**src/rtl/clint_timer.sv**
```systemverilog
// clint_timer
//   Core-local timer (CLINT subset). Holds the 64-bit mtime counter and the
//   mtimecmp compare register, both reachable through a single-outstanding
//   valid/ready request/response port. timer_intr is the registered level
//   (mtime >= mtimecmp, unsigned) consumed by the CSR trap logic.
//
// Ports
//   clk         in   1   core clock
//   rst         in   1   synchronous reset, active-high
//   req_valid   in   1   request valid
//   req_ready   out  1   block can accept a request (IDLE only)
//   req_we      in   1   1 = write, 0 = read
//   req_addr    in   64  byte address inside [BASE_ADDR, BASE_ADDR+64K)
//   req_wdata   in   64  write data
//   req_wmask   in   8   byte enables for writes
//   resp_valid  out  1   response valid (RESP state)
//   resp_ready  in   1   response consumed
//   resp_rdata  out  64  read data (0 for writes and errors)
//   resp_err    out  1   unmapped or misaligned offset
//   mtime_stop  in   1   freeze mtime and the prescaler
//   timer_intr  out  1   timer interrupt level
module clint_timer #(
  parameter logic [63:0] BASE_ADDR    = 64'h0000_0000_0200_0000,
  parameter logic [15:0] MTIMECMP_OFF = 16'h4000,
  parameter logic [15:0] MTIME_OFF    = 16'hBFF8,
  parameter int unsigned TICK_DIV     = 1
) (
  input  logic        clk,
  input  logic        rst,
  input  logic        req_valid,
  output logic        req_ready,
  input  logic        req_we,
  input  logic [63:0] req_addr,
  input  logic [63:0] req_wdata,
  input  logic [7:0]  req_wmask,
  output logic        resp_valid,
  input  logic        resp_ready,
  output logic [63:0] resp_rdata,
  output logic        resp_err,
  input  logic        mtime_stop,
  output logic        timer_intr
);

  localparam int PW = (TICK_DIV > 1) ? $clog2(TICK_DIV) : 1;
  localparam logic [PW-1:0] PRESC_MAX = PW'(TICK_DIV - 1);

  typedef enum logic {
    IDLE = 1'b0,
    RESP = 1'b1
  } state_t;

  state_t      state_reg, state_next;
  logic [63:0] mtime_reg;
  logic [63:0] mtimecmp_reg;
  logic [PW-1:0] presc_reg;
  logic        intr_reg;
  logic [63:0] rdata_reg;
  logic        err_reg;

  logic        accept;
  logic        tick;
  logic [63:0] offset;
  logic        in_window;
  logic        aligned;
  logic        hit_time;
  logic        hit_cmp;
  logic [63:0] mtime_inc;
  logic [63:0] mtime_merged;
  logic [63:0] cmp_merged;

  // Addresses below BASE_ADDR wrap to a huge offset, so a single upper-bits
  // test covers both ends of the 64K window.
  assign offset    = req_addr - BASE_ADDR;
  assign in_window = (offset[63:16] == 48'd0);
  assign aligned   = (req_addr[2:0] == 3'b000);
  assign hit_time  = in_window && aligned && (offset[15:0] == MTIME_OFF);
  assign hit_cmp   = in_window && aligned && (offset[15:0] == MTIMECMP_OFF);

  assign tick      = !mtime_stop && (presc_reg == PRESC_MAX);
  assign mtime_inc = tick ? (mtime_reg + 64'd1) : mtime_reg;

  // Byte merge. For mtime the unwritten bytes come from the already
  // incremented value, so a write colliding with a tick keeps the tick in
  // the bytes software did not touch.
  genvar gi;
  generate
    for (gi = 0; gi < 8; gi++) begin : g_merge
      assign mtime_merged[gi*8 +: 8] = req_wmask[gi] ? req_wdata[gi*8 +: 8]
                                                     : mtime_inc[gi*8 +: 8];
      assign cmp_merged[gi*8 +: 8]   = req_wmask[gi] ? req_wdata[gi*8 +: 8]
                                                     : mtimecmp_reg[gi*8 +: 8];
    end
  endgenerate

  // Handshake FSM: one request in flight; no accept on the consume cycle.
  always_comb begin
    state_next = state_reg;
    req_ready  = 1'b0;
    resp_valid = 1'b0;
    accept     = 1'b0;
    case (state_reg)
      IDLE: begin
        req_ready = 1'b1;
        if (req_valid) begin
          accept     = 1'b1;
          state_next = RESP;
        end
      end
      RESP: begin
        resp_valid = 1'b1;
        if (resp_ready) begin
          state_next = IDLE;
        end
      end
      default: state_next = IDLE;
    endcase
  end

  always_ff @(posedge clk) begin
    if (rst) begin
      state_reg    <= IDLE;
      mtime_reg    <= 64'd0;
      mtimecmp_reg <= 64'hFFFF_FFFF_FFFF_FFFF;
      presc_reg    <= '0;
      intr_reg     <= 1'b0;
      rdata_reg    <= 64'd0;
      err_reg      <= 1'b0;
    end else begin
      state_reg <= state_next;
      // Compare uses the pre-edge register values, so intr lags by a cycle.
      intr_reg  <= (mtime_reg >= mtimecmp_reg);

      if (!mtime_stop) begin
        presc_reg <= tick ? '0 : presc_reg + 1'b1;
      end

      if (accept && req_we && hit_time) begin
        mtime_reg <= mtime_merged;
      end else begin
        mtime_reg <= mtime_inc;
      end

      if (accept && req_we && hit_cmp) begin
        mtimecmp_reg <= cmp_merged;
      end

      // Read data is captured at acceptance and then held while in RESP.
      if (accept) begin
        err_reg <= !(hit_time || hit_cmp);
        if (!req_we && hit_time) begin
          rdata_reg <= mtime_reg;
        end else if (!req_we && hit_cmp) begin
          rdata_reg <= mtimecmp_reg;
        end else begin
          rdata_reg <= 64'd0;
        end
      end
    end
  end

  assign resp_rdata = rdata_reg;
  assign resp_err   = err_reg;
  assign timer_intr = intr_reg;

endmodule

```
**config.mk**
```make
export PLATFORM = sky130hd
export DESIGN_NAME = clint_timer
export DESIGN_NICKNAME = d
export VERILOG_FILES = /design/src/rtl/clint_timer.sv
export SDC_FILE = /design/constraint.sdc
export NUM_CORES = 1
export LEC_CHECK = 0
export ABC_AREA = 1
export BUFFER_PORTS_ARGS = -buffer_cell sky130_fd_sc_hd__buf_2
export CAP_MARGIN = 20
export CELL_PAD_IN_SITES_DETAIL_PLACEMENT = 0
export CELL_PAD_IN_SITES_GLOBAL_PLACEMENT = 1
export CORE_MARGIN = 4
export CORE_UTILIZATION = 44
export DETAILED_ROUTE_END_ITERATION = 12
export PLACE_DENSITY = 0.87
export SETUP_SLACK_MARGIN = 0.05
export SYNTH_ARGS = -nofsm -noshare
export SYNTH_HDL_FRONTEND = slang
export SYNTH_SLANG_ARGS = --single-unit
```
**constraint.sdc**
```tcl
create_clock -name clk -period 6.4 [get_ports clk]
set_clock_uncertainty 0.15 [all_clocks]
set_input_delay 0.64 -clock clk [delete_from_list [all_inputs] [get_ports clk]]
set_output_delay 0.64 -clock clk [all_outputs]
set_load 0.1 [all_outputs]
```
==> results of run 1 <==
-- placed cells by master (no fill, tap or decap), drive strengths merged, types with 4 or more instances in the layout --
| master | n |
|---|---|
| o221ai | 4 |
| o21ai | 17 |
| inv | 250 |
| xnor2 | 22 |
| o21a | 5 |
| dfxtp | 196 |
| nor2 | 428 |
| buf | 221 |
| nand3b | 4 |
| xor2 | 45 |
| nand4 | 199 |
| clkinv | 8 |
| o211ai | 4 |
| a211oi | 4 |
| nand3 | 255 |
| nor4 | 8 |
| ha | 66 |
| nor3 | 50 |
| nand2 | 472 |
| a21oi | 31 |
| clkbuf | 18 |
-- cells in the mapped netlist (all sizes together) (2+ instances only) --
cell	instances
a211oi	4
a21o	2
a21oi	31
and2	2
and3	2
buf	38
clkbuf	59
dfxtp	196
ha	66
inv	245
nand2	472
nand3	255
nand3b	4
nand4	199
nor2	428
nor3	50
nor4	8
o211ai	4
o21a	5
o21ai	17
o21bai	2
o221ai	4
or2	2
xnor2	22
xor2	45
-- metrics by stage --
stage	hold WS, ns	std cells	cell area (µm²)
floorplan	0.269	2166	13800
global placement	0.278	2686	15000
detailed placement	0.286	2686	15000
CTS	0.277	2718	15600
global route	0.303	2718	15600
finish	0.292	2718	15600
-- cell type report --
cell class / instances / area share (%)
repair buffers: 221 / 7.28
multi-input cells: 1627 / 54.6
clock buffers: 18 / 2.82
inverters: 246 / 5.95
flip-flops and latches: 196 / 25.2
clock inverters: 14 / 1.03
well taps: 396 / 3.18
-- power breakdown --
group,total (mW),switching [mW],internal [mW]
clock,1.12,0.551,0.569
sequential,1.26,0.0150,1.25
combinational,0.522,0.413,0.109
-- logic make-up (layout without fill, tap and decap cells) --
group | count (synthesis) | in the layout | synth area share (%)
multiplexers | 1 | 1 | 0.0728
buffers and inverters | 343 | 499 | 9.89
flip-flops | 196 | 196 | 28.5
XOR/XNOR | 67 | 67 | 4.27
AO/OA/AOI/OAI | 70 | 70 | 2.97
adder cells (fa/ha/maj) | 66 | 66 | 6.00
AND/OR/NAND/NOR | 1423 | 1423 | 48.3
-- routing by layer --
metal  part of all wire, %  vias up  GRT usage (%)  wire length, µm
li1                      -     7410              -                -
met1                    47     6742           36.1            20700
met2                    44      556           40.4            19700
met3                   7.1       63           4.20             3140
met4                   2.0        4           6.46              890
met5                 0.068        -              0               30
-- worst register-to-register path, cell delays in order, from the launching register on --
cell                      delay [ns]
sky130_fd_sc_hd__dfxtp_1        0.32
sky130_fd_sc_hd__inv_1          0.08
sky130_fd_sc_hd__nand2_1        0.17
sky130_fd_sc_hd__nor2_4         0.12
sky130_fd_sc_hd__buf_4          0.56
sky130_fd_sc_hd__inv_1          0.17
sky130_fd_sc_hd__nor2_4         0.87
sky130_fd_sc_hd__buf_4          0.46
sky130_fd_sc_hd__nand3_1        0.16
sky130_fd_sc_hd__nand3_1        0.09
-- worst paths after layout --
path / from / endpoint / slack [ns] / depth (start not counted)
max reg2reg: state_reg$_SDFF_PP0_ / mtimecmp_reg[28]$_SDFFE_PP1P_ / 3.20 / 9
min: mtime_stop / presc_reg$_SDFFE_PP0N_ / 0.29 / 3
max: req_addr[26] / mtimecmp_reg[28]$_SDFFE_PP1P_ / 2.54 / 20
min reg2reg: presc_reg$_SDFFE_PP0N_ / presc_reg$_SDFFE_PP0N_ / 0.29 / 2
==> flow_metrics.env, run 1 <==
export IMPL_endpoint_kind="register"
export IMPL_clk_insertion_delay_late_ns=0.44
export IMPL_die_x_um=185
export IMPL_synth_top_cell_by_area="sky130_fd_sc_hd__dfxtp_1"
export IMPL_timing_critical_path_slowest_cell_delay_ns=0.87
export IMPL_max_slew_margin_pct=27.0
export IMPL_route_detailed_wl_per_inst_um=16.4
export IMPL_floorplan_initialDensity_pct=44.7
export IMPL_worstPathCellList="buf_2 > inv_1 > ha_1 > inv_2 > nor2_2 > nand2_2 > clkinv_1 > nand2_1 > nand2_1 > nand2_1 > nor2_1 > nand2_1 > nor2_1 > nand3_1 > nor2_4 > nand2_1 > nor2_4 > buf_4 > nand3_1 > nand3_1"
export IMPL_seq_area_frac_synth_pct=28.5
export IMPL_drt_drc_violations_left=0
export IMPL_synth_area_leaders="sky130_fd_sc_hd__dfxtp_1, sky130_fd_sc_hd__nand2_1, sky130_fd_sc_hd__nor2_1, sky130_fd_sc_hd__nand3_1, sky130_fd_sc_hd__nand4_1"
export IMPL_synth_seq_cells=196
export IMPL_unrepaired_setup_endpoints_after_global_routing="false"
export IMPL_grt_first_pass_wirelength_um=71300
export IMPL_first_iter_violations=1250
export IMPL_grt_use_total_pct=25.4
export IMPL_utilization_pct=50.7
export IMPL_ios=210
export IMPL_setup_tns_final_ns=0
export IMPL_worst_hold_path_type="in2reg"
export IMPL_crit_top_cell="sky130_fd_sc_hd__nand2_1"
export IMPL_fp_coreArea_um2=30700
export IMPL_cts_root_buf="sky130_fd_sc_hd__clkbuf_16"
export IMPL_layout_area_overhead_vs_synth_pct=13.4
export IMPL_ctsHtreeMaxLevel=4
export IMPL_drv_max_cap_violation_count=0
export IMPL_multi_input_area_um2=8510
export IMPL_cts_tree="yes"
export IMPL_asyncSetResetFlopFracSynth_pct=0
export IMPL_cp_slowest_cell="sky130_fd_sc_hd__nor2_4"
export IMPL_power_density_cell_area_nw_per_um2=186
export IMPL_timing_final_crit_period_ns=3.86
export IMPL_number_of_distinct_library_cells_after_synthesis=44
export IMPL_mappedNetlistArea_um2=13800
export IMPL_classification_of_the_worst_setup_path="in2reg"
export IMPL_routed_via_count=14800
export IMPL_critical_path_top_delay_family="simple AND/OR/NAND/NOR gates"
export IMPL_grt_antenna_before_repair=2
export IMPL_worstPathRequired_ns=6.63
export IMPL_max_freq_mhz=259
export IMPL_worst_setup_path_start_kind="input pin"
export IMPL_route_antenna_remaining_nets=0
export IMPL_synthesis_yosys_warnings=0
export IMPL_cts_setup_buffers=0
export IMPL_worstPathBufferInverterCount=5
export IMPL_report_power_total_mw=2.90
export IMPL_critPathMaxFanout=41
export IMPL_replace_congestion=0.939
export IMPL_post_placement_setup_slack_ns=2.11
export IMPL_syn_area_per_cell_um2=6.35
export IMPL_drt_pass_1_iters=8
export IMPL_timing_final_setup_violations=0
export IMPL_synth_edf_count=0
export IMPL_total_leakage_power_nw=8.37
export IMPL_port_buf_inserts=209
export IMPL_grt_pass1_vias=13900
export IMPL_post_cts_resize_count=0
export IMPL_die_height_um=185
export IMPL_vdd_ir_drop_worst_uv=180
export IMPL_syn_instance_count=2166
export IMPL_detail_route_wirelength_um=44400
export IMPL_synth_top_area_share_pct=28.5
export IMPL_register_area_um2=3920
export IMPL_std_cell_rows=64
export IMPL_die_outline_area_um2=34200
export IMPL_cts_buffers=17
export IMPL_drive_gt1_share_pct=13.4
export IMPL_final_hold_viol_count=0
export IMPL_fill_cells=3255
export IMPL_worstPathArrival_ns=4.09
export IMPL_synth_net_count=2374
export IMPL_pin_count_of_the_biggest_net_entering_global_routing=89
export IMPL_grt_overflow_total=0
export IMPL_clock_net_sink_count=196
export IMPL_timing_final_crit_share_pct=60.4
export IMPL_status="finished clean"
export IMPL_tightestPinTransition_ns=1.09
export IMPL_count_of_inserted_antenna_diode_cells=0
export IMPL_hpwlAfterDp_um=32400
export IMPL_postSynth_topFlopCell="sky130_fd_sc_hd__dfxtp_1"
export IMPL_max_clock_path_buffers=2
export IMPL_drt_vias_per_instance=5.44
export IMPL_post_route_worst_setup_slack_ns=2.54
export IMPL_hold_buffer_count_at_cts=0
export IMPL_timing_max_transition_violations_final=0
export IMPL_clock_edge_transition_at_the_registers_on_the_reported_setup_and_hold_paths_ns=0.09
export IMPL_finalNetCount=2517
No activity file was read; power rests on OpenSTA's default activity.
==> run 2, diff against run 1 <==
- CORE_UTILIZATION: 44 -> 37
- PLACE_DENSITY: 0.87 -> 0.78
- clock period: 6.4 -> 3.2 ns (I/O delays scaled with it)
==> flow_metrics.env, run 2 (same netlist as run 1, synthesis figures left out) <==
export IMPL_timing_final_setup_violations=0
export IMPL_ctsHtreeMaxLevel=4
export IMPL_worstPathArrival_ns=3.16
export IMPL_clock_edge_transition_at_the_registers_on_the_reported_setup_and_hold_paths_ns=0.07
export IMPL_finalNetCount=2601
export IMPL_timing_max_transition_violations_final=0
export IMPL_clk_insertion_delay_late_ns=0.46
export IMPL_route_antenna_remaining_nets=0
export IMPL_port_buf_inserts=209
export IMPL_tightestPinTransition_ns=0.783
export IMPL_detail_route_wirelength_um=47000
export IMPL_worstPathRequired_ns=3.39
export IMPL_highest_count_cells_in_the_layout_ignoring_fill_and_taps="sky130_fd_sc_hd__nand2_1, sky130_fd_sc_hd__nor2_1, sky130_fd_sc_hd__nand3_1"
export IMPL_drt_vias_per_instance=5.19
export IMPL_floorplan_initialDensity_pct=37.6
export IMPL_critPathMaxFanout=5
export IMPL_grt_use_total_pct=22.6
export IMPL_timing_hold_ws_ns=0.0140
export IMPL_drt_pass_1_iters=5
export IMPL_die_outline_area_um2=40300
export IMPL_grt_overflow_total=0
export IMPL_fp_coreArea_um2=36600
export IMPL_grt_first_pass_wirelength_um=75500
export IMPL_clock_power_share_pct=38.3
export IMPL_hpwlAfterDp_um=34700
export IMPL_numPlacedInstances=2777
export IMPL_status="finished clean"
export IMPL_vdd_ir_drop_worst_uv=333
export IMPL_final_hold_viol_count=0
export IMPL_max_freq_mhz=337
export IMPL_classification_of_the_worst_setup_path="in2reg"
export IMPL_max_slew_margin_pct=47.8
export IMPL_unrepaired_setup_endpoints_after_global_routing="true"
export IMPL_swShare_pct=32.7
export IMPL_replace_congestion=0.957
export IMPL_std_cell_rows=70
export IMPL_drv_max_cap_violation_count=0
export IMPL_seq_power_share_pct=42.6
export IMPL_reg2reg_setup_slack_ns=0.44
export IMPL_pin_count_of_the_biggest_net_entering_global_routing=131
export IMPL_p_switching_mw=1.94
export IMPL_ios=210
export IMPL_clock_net_sink_count=196
export IMPL_layout_commonest_cell="sky130_fd_sc_hd__nand2_1"
export IMPL_worst_setup_path_start_kind="input pin"
export IMPL_max_clock_path_buffers=2
export IMPL_route_detailed_wl_per_inst_um=16.3
export IMPL_grt_pass1_vias=14200
export IMPL_cts_buffers=17
export IMPL_timing_final_crit_share_pct=92.7
export IMPL_power_density_cell_area_nw_per_um2=356
export IMPL_endpoint_kind="register"
export IMPL_drt_drc_violations_left=0
export IMPL_instances_no_fill=2873
export IMPL_intPower_mw=3.99
export IMPL_layout_area_overhead_vs_synth_pct=21.1
export IMPL_count_of_inserted_antenna_diode_cells=0
export IMPL_worst_r2r_cell_count=15
export IMPL_die_height_um=201
export IMPL_die_x_um=201
export IMPL_cts_tree="yes"
export IMPL_timing_final_crit_period_ns=2.97
export IMPL_routed_via_count=14900
export IMPL_cts_root_buf="sky130_fd_sc_hd__clkbuf_16"
export IMPL_first_iter_violations=1140
export IMPL_worst_hold_path_type="in2reg"
export IMPL_total_leakage_power_nw=8.79
export IMPL_report_power_total_mw=5.92
export IMPL_drive_gt1_share_pct=14.2
export IMPL_grt_antenna_before_repair=1
export IMPL_pwr_share_comb_pct=19.0
export IMPL_hold_path_cell_count=3
==> run 2: changes by cell type in the layout (fill, tap and decap cells not counted), moves of 2 or more <==
cell / delta
sky130_fd_sc_hd__buf_12: +11
sky130_fd_sc_hd__dlygate4sd3_1: +63
sky130_fd_sc_hd__nor3_2: +2
sky130_fd_sc_hd__buf_4: +10
sky130_fd_sc_hd__clkinv_8: -2
sky130_fd_sc_hd__nor2_1: -6
sky130_fd_sc_hd__nor2_2: +5
sky130_fd_sc_hd__nor3_1: -3
==> run 2: area by class of cell <==
class                   count  area [µm²]
fillers                  3904       20000
inverters                 246         932
well taps                 468         586
clock buffers              20         457
multi-input cells        1627        8550
clock inverters            11         143
flip-flops and latches    196        3930
repair buffers            305        2060
==> run 2: per-layer routing <==
layer / global-route usage [%] / up-vias / part of all wire (%)
met1: 31.8 / 6813 / 48
met3: 3.91 / 48 / 5.9
met4: 6.10 / 0 / 1.5
li1: - / 7567 / -
met2: 36.1 / 474 / 45
met5: 0 / - / 0
==> run 2: power groups by stage <==
stage / logic [mW] / clock network (mW) / registers [mW]
after floorplan: 0.344 / 0 / 2.99
after global placement: 1.07 / 0 / 2.58
after detailed placement: 1.07 / 0 / 2.58
after CTS: 1.13 / 2.32 / 2.53
after global routing: 1.21 / 2.41 / 2.53
final: 1.13 / 2.27 / 2.53
==> run 2: final timing paths <==
kind,from,to
setup / recovery,mtime_stop,mtime_reg[39]$_SDFF_PP0_
hold / removal,req_wdata[7],mtime_reg[7]$_SDFF_PP0_
setup reg to reg,presc_reg$_SDFFE_PP0N_,mtime_reg[39]$_SDFF_PP0_
hold reg to reg,presc_reg$_SDFFE_PP0N_,presc_reg$_SDFFE_PP0N_
==> run 2: critical path, cell delays in order <==
cell	delay, ns
sky130_fd_sc_hd__dlygate4sd3_1	0.53
sky130_fd_sc_hd__buf_2	0.12
sky130_fd_sc_hd__inv_1	0.06
sky130_fd_sc_hd__nand2_1	0.18
sky130_fd_sc_hd__nor2_1	0.22
sky130_fd_sc_hd__nand2_1	0.16
sky130_fd_sc_hd__nor2_2	0.20
sky130_fd_sc_hd__nand3_1	0.11
sky130_fd_sc_hd__nor3_1	0.23
sky130_fd_sc_hd__nand3_1	0.20
sky130_fd_sc_hd__nor2_2	0.19
sky130_fd_sc_hd__nand2_1	0.12
sky130_fd_sc_hd__nor2_1	0.12
sky130_fd_sc_hd__xor2_1	0.18
sky130_fd_sc_hd__nand2_1	0.08
sky130_fd_sc_hd__nand2_1	0.07
sky130_fd_sc_hd__nor2_1	0.05
==> run 2: per-stage QoR <==
stage	util [%]	TNS, ns	instance area, µm²	worst slack (ns)
after global routing	45.5	0	16700	0.0157
after floorplan	-	0	13800	0.399
after detailed placement	42.0	-0.201	15400	-0.0443
after global placement	42.0	-0.100	15400	-0.0258
final	45.5	0	16700	0.235
after CTS	45.3	0	16600	0.117
==> run 2: timing repair <==
action	in CTS	in global routing
hold buffers	63	0
endpoints found under the setup margin	0	13
hold endpoints to repair	119	0
gates resized for setup	0	11
buffers inserted	0	2
